File: src/rtl/cva6_mem_ar_arbiter.sv
// cva6_mem_ar_arbiter: round-robin AXI4 AR arbiter with per-requester outstanding limits and R routing by RID
// Ports: clk_i/rst_ni clock and async active-low reset;
//   s_ar* requester AR channels (packed, requester k at slice k); s_r* routed R channel;
//   m_ar* master AR channel with ARID = {requester index, requester ID};
//   m_r* master R channel; err_o sticky protocol-error flag.
module cva6_mem_ar_arbiter #(
  parameter int NUM_REQ = 2,
  parameter int ID_WIDTH = 4,
  parameter int ADDR_WIDTH = 64,
  parameter int DATA_WIDTH = 64,
  parameter int MAX_OUTSTANDING = 7,
  localparam int IDX_W = $clog2(NUM_REQ),
  localparam int MID_W = ID_WIDTH + IDX_W,
  localparam int CW = $clog2(MAX_OUTSTANDING + 1)
) (
  input  logic                          clk_i,
  input  logic                          rst_ni,
  input  logic [NUM_REQ-1:0]            s_arvalid_i,
  output logic [NUM_REQ-1:0]            s_arready_o,
  input  logic [NUM_REQ*ADDR_WIDTH-1:0] s_araddr_i,
  input  logic [NUM_REQ*ID_WIDTH-1:0]   s_arid_i,
  input  logic [NUM_REQ*8-1:0]          s_arlen_i,
  output logic [NUM_REQ-1:0]            s_rvalid_o,
  input  logic [NUM_REQ-1:0]            s_rready_i,
  output logic [ID_WIDTH-1:0]           s_rid_o,
  output logic [DATA_WIDTH-1:0]         s_rdata_o,
  output logic                          s_rlast_o,
  output logic                          m_arvalid_o,
  input  logic                          m_arready_i,
  output logic [ADDR_WIDTH-1:0]         m_araddr_o,
  output logic [MID_W-1:0]              m_arid_o,
  output logic [7:0]                    m_arlen_o,
  input  logic                          m_rvalid_i,
  output logic                          m_rready_o,
  input  logic [MID_W-1:0]              m_rid_i,
  input  logic [DATA_WIDTH-1:0]         m_rdata_i,
  input  logic                          m_rlast_i,
  output logic                          err_o
);
  typedef enum logic {IDLE, BUSY} state_t;
  state_t state, state_n;
  logic [IDX_W-1:0] ptr, win, ridx;
  logic [NUM_REQ-1:0] elig, zero, inc, dec;
  logic found, hs, rbad, rdone;
  logic [CW-1:0] cnt [NUM_REQ];

  always_comb begin
    for (int k = 0; k < NUM_REQ; k++) begin
      elig[k] = s_arvalid_i[k] && cnt[k] < CW'(MAX_OUTSTANDING);
      zero[k] = cnt[k] == '0;
    end
  end

  // first eligible requester at or after the pointer, wrapping
  always_comb begin
    found = 1'b0;
    win = '0;
    for (int i = 0; i < NUM_REQ; i++) begin
      if (!found && elig[(int'(ptr) + i) % NUM_REQ]) begin
        found = 1'b1;
        win = IDX_W'((int'(ptr) + i) % NUM_REQ);
      end
    end
  end

  always_ff @(posedge clk_i or negedge rst_ni)
    if (!rst_ni) state <= IDLE;
    else state <= state_n;

  always_comb state_n = state == IDLE ? (found ? BUSY : IDLE) : (m_arready_i ? IDLE : BUSY);

  // an eligible requester is always valid, so a grant is always a handshake
  always_comb begin
    hs = state == IDLE && found;
    s_arready_o = hs ? NUM_REQ'(1) << win : '0;
    m_arvalid_o = state == BUSY;
  end

  always_comb begin
    ridx = m_rid_i[MID_W-1 -: IDX_W];
    rbad = int'(ridx) >= NUM_REQ;
    s_rvalid_o = rbad ? '0 : NUM_REQ'(m_rvalid_i) << ridx;
    m_rready_o = rbad || |(s_rready_i & (NUM_REQ'(1) << ridx));
    s_rid_o = m_rid_i[ID_WIDTH-1:0];
    s_rdata_o = m_rdata_i;
    s_rlast_o = m_rlast_i;
    rdone = m_rvalid_i && m_rready_o && m_rlast_i && !rbad;
    inc = hs ? NUM_REQ'(1) << win : '0;
    dec = rdone ? NUM_REQ'(1) << ridx : '0;
  end

  always_ff @(posedge clk_i or negedge rst_ni) begin
    if (!rst_ni) begin
      ptr <= '0;
      m_araddr_o <= '0;
      m_arid_o <= '0;
      m_arlen_o <= '0;
      err_o <= 1'b0;
      for (int k = 0; k < NUM_REQ; k++) cnt[k] <= '0;
    end else begin
      if (hs) begin
        ptr <= int'(win) == NUM_REQ - 1 ? '0 : win + 1'b1;
        m_araddr_o <= s_araddr_i[win*ADDR_WIDTH +: ADDR_WIDTH];
        m_arid_o <= {win, s_arid_i[win*ID_WIDTH +: ID_WIDTH]};
        m_arlen_o <= s_arlen_i[win*8 +: 8];
      end
      if ((m_rvalid_i && rbad) || |(dec & zero)) err_o <= 1'b1;
      // a last beat with nothing outstanding is flagged and leaves the counter at zero
      for (int k = 0; k < NUM_REQ; k++)
        if (inc[k] && !dec[k]) cnt[k] <= cnt[k] + 1'b1;
        else if (dec[k] && !inc[k] && !zero[k]) cnt[k] <= cnt[k] - 1'b1;
    end
  end
endmodule
File: config.mk
export PLATFORM = sky130hd
export DESIGN_NAME = cva6_mem_ar_arbiter
export DESIGN_NICKNAME = d
export VERILOG_FILES = /design/src/rtl/cva6_mem_ar_arbiter.sv
export SDC_FILE = /design/constraint.sdc
export NUM_CORES = 1
export LEC_CHECK = 0
export ABC_AREA = 1
export CORE_AREA = 2 2 150 152
export CTS_BUF_LIST = sky130_fd_sc_hd__clkbuf_8
export CTS_CLUSTER_DIAMETER = 50
export DETAILED_ROUTE_END_ITERATION = 7
export DIE_AREA = 0 0 152 154
export MAX_ROUTING_LAYER = met4
export RECOVER_POWER = 50
export REMOVE_ABC_BUFFERS = 1
export SETUP_SLACK_MARGIN = 0.5
export SLEW_MARGIN = 30
export SYNTH_ARGS = -nofsm -noshare
export SYNTH_HDL_FRONTEND = slang
export SYNTH_SLANG_ARGS = --single-unit
File: constraint.sdc
create_clock -name clk_i -period 2.1 [get_ports clk_i]
set_input_delay 0.315 -clock clk_i [delete_from_list [all_inputs] [get_ports clk_i]]
set_output_delay 0.315 -clock clk_i [all_outputs]
set_load 0.005 [all_outputs]
==> flow_summary.toml <==
[pwr]
power_density_nw_per_um2 = 1260
p_seq_frac = 0.317
p_sw_mw = 3.42
ir_worst_vdd_mv = 0.378
combPwrFrac = 0.529
switching_share = 0.368
clkPwrFrac = 0.154
internal-power_mw = 5.86
p_leak_nw = 3.59

[sta]
drv_slew = 0
hold_viol = 0
setup-tns-final_ns = 0
worst_pin_slew_ns = 0.949
fmax_mhz = 594
final.min_clock_period_ns = 1.68
min_period_over_period = 0.802
setup_viol_count_final = 0
skew_ns = 0.0154
relSlewSlack = 0.367
rsz0062_at_grt = "yes"

[finish]
antennaDiodeCount = 0
nFillCells = 2262
drive_gt1_frac = 0.116
layout.nets = 986
instances_no_fill = 1038
syn2layout_area_growth_pct = 63.4

[detailed_routing]
wl_um = 21000
vias = 4482
detail_route.wl_per_cell_um = 20.3
vias_per_cell = 4.32
drc_errors = 0
drt_iter0_drc = 268
antenna_left = 0
detail_route.first_pass.iterations = 4

[global_routing]
grtUsageMet3 = 0.133
grt_pass1_wl_um = 28400
grtUsageTotal = 0.168
grtUsageMet1 = 0.202
grt_use_met2 = 0.216
top_usage_layer = "met2"
antenna_found_initial = 0
grt_start_max_net_pins = 78
grt_pass1_vias = 4332
grt_overflow_total = 0

[die]
ios = 383
die_w_um = 152
start_util = 0.208
fp.dieArea_um2 = 23400
die_y_um = 154
num_rows = 54
core_area_um2 = 21700

[setup_path]
worst_setup_path_end_kind = "output pin"
cp_max_fo = 3
crit_required_ns = 1.78
arrival_ns = 1.37
critPathLaunchType = "register"
crit_type = "reg2out"

[synthesis]
ys_types = 23
synth_area_leaders = "dfrtp_1 48%, nand2_1 19%, buf_4 12%, nand3_1 9.0%, nand2_2 3.3%"
syn-instance-count = 555
synth_largest_area_cell = "dfrtp_1"
syn-mean-instance-area_um2 = 8.15
synth_area_um2 = 4520
synth-edff-count = 0
yosysWarnings = 0
synth_common_cells = "232 x nand2_1, 86 x dfrtp_1, 81 x nand3_1"
async_reset_ff_frac = 1.00
synthFlopType = "dfrtp_1"
yosysTopAreaCellShare = 0.476
synth_seq_cells = 86
seq_area_frac_synth = 0.476
yosysMostFrequentCell = "nand2_1"

[clock_tree]
cts_tree = "built"
root_buffer = "clkbuf_8"
clock_path_buffers = 2
cts_max_level = 3
insertion_delay_ns = 0.36
cts_sinks = 86
cts_buffers = 9
path_clk_slew_ns = 0.09

[place]
port_buffers = 246
hpwl_um = 14300
dp_cells = 995
place.gp.congestion = 0.799

[run]
maxCapViolations = 0

[hold_path]
hold_path_class = "reg2reg"

[status]
status = "completed"
[power by group through the flow]
| stage | clock [mW] | combinational [mW] | sequential [mW] |
|---|---|---|---|
| floorplan | 0 | 1.69 | 3.04 |
| CTS | 1.52 | 4.59 | 2.95 |
| global route | 1.57 | 5.41 | 3.05 |
| global placement | 0 | 4.40 | 2.99 |
| detailed placement | 0 | 4.45 | 3.01 |
| finish | 1.43 | 4.90 | 2.94 |
[layout make-up]
type                    instances  area (um^2)  share of cell area
clock inverters                 5         98.8              0.0134
multi-input cells             359         1650               0.224
clock buffers                  10          138              0.0186
well taps                     280          350              0.0474
flip-flops and latches         86         2150               0.291
inverters                      17         71.3             0.00966
repair buffers                281         2920               0.396
[path summary, 6_finish.rpt]
kind                         from        endpoint  slack (ns)  cells past startpoint
setup / recovery           cnt[5]  s_arready_o[0]        0.42                      6
hold / removal                ptr             ptr        0.49                      2
setup reg to reg           cnt[1]          cnt[2]        0.44                      9
max in group asynchronous  rst_ni  m_araddr_o[22]        0.69                      3
hold reg to reg               ptr             ptr        0.49                      2
min in group asynchronous  rst_ni  m_araddr_o[11]        0.62                      2
[stage by stage]
stage                util  setup WS (ns)  power (mW)  hold WS, ns  area [um^2]
detailed placement  0.310         0.0320        7.46        0.308         6730
global placement    0.310         0.0627        7.40        0.306         6730
CTS                 0.327          0.321        9.05        0.429         7080
finish              0.340          0.416        9.27        0.495         7380
floorplan               -          0.305        4.73       0.0194         3820
global route        0.340          0.324        10.0        0.481         7380
[cells in the final DEF, fill, tap and decap left out, drive strengths merged]
cell type	Yosys	layout
nand2	256	256
clkdlybuf4s50	0	179
dfrtp	86	86
nand3	84	84
dlygate4sd2	0	31
buf	92	31
dlymetal6s2s	0	24
inv	17	18
clkbuf	1	16
clkdlybuf4s25	0	7
nand4	5	5
o21ai	4	4
nor2	3	3
bufinv	0	3
xor2	2	2
fa	2	2
clkdlybuf4s15	0	2
nor3	1	1
nand3b	1	1
a31oi	1	1
clkinv	0	1
dlygate4sd3	0	1
[critical path, cell delays in order, from the launching register on]
cell	delay [ns]
dfrtp_1	0.41
nand3_2	0.12
nand3_4	0.11
nand2_4	0.10
nand3_4	0.09
inv_4	0.09
buf_6	0.09
[cell families after synthesis]
group,after synthesis,synth area share
adder cells (fa/ha/maj),2,0.00886
flip-flops,86,0.476
AO/OA/AOI/OAI,5,0.00581
buffers and inverters,110,0.169
AND/OR/NAND/NOR,350,0.336
XOR/XNOR,2,0.00388
[per-layer routing]
| layer | wire length [um] | vias to the layer above |
|---|---|---|
| li1 | - | 2071 |
| met1 | 9190 | 2069 |
| met2 | 8220 | 322 |
| met3 | 3410 | 20 |
| met4 | 227 | 0 |
| met5 | 0 | - |
[repair_timing]
| item | 4_1_cts | 5_1_grt |
|---|---|---|
| pin swaps | 5 | 2 |
| hold endpoints to repair | 31 | 0 |
| hold buffers | 1 | 0 |
| resized for setup | 57 | 44 |
| cloned | 1 | 6 |
| setup endpoints to repair | 116 | 117 |
| buffers inserted | 10 | 10 |
[flip-flops by register name, summed over array words and instances (netlist names)]
| name | count |
|---|---|
| m_arvalid_o | 1 |
| ptr | 1 |
| m_arid_o | 5 |
| m_arlen_o | 8 |
| m_araddr_o | 64 |
| cnt | 6 |
| err_o | 1 |
Power figures use the tool's default switching activity.
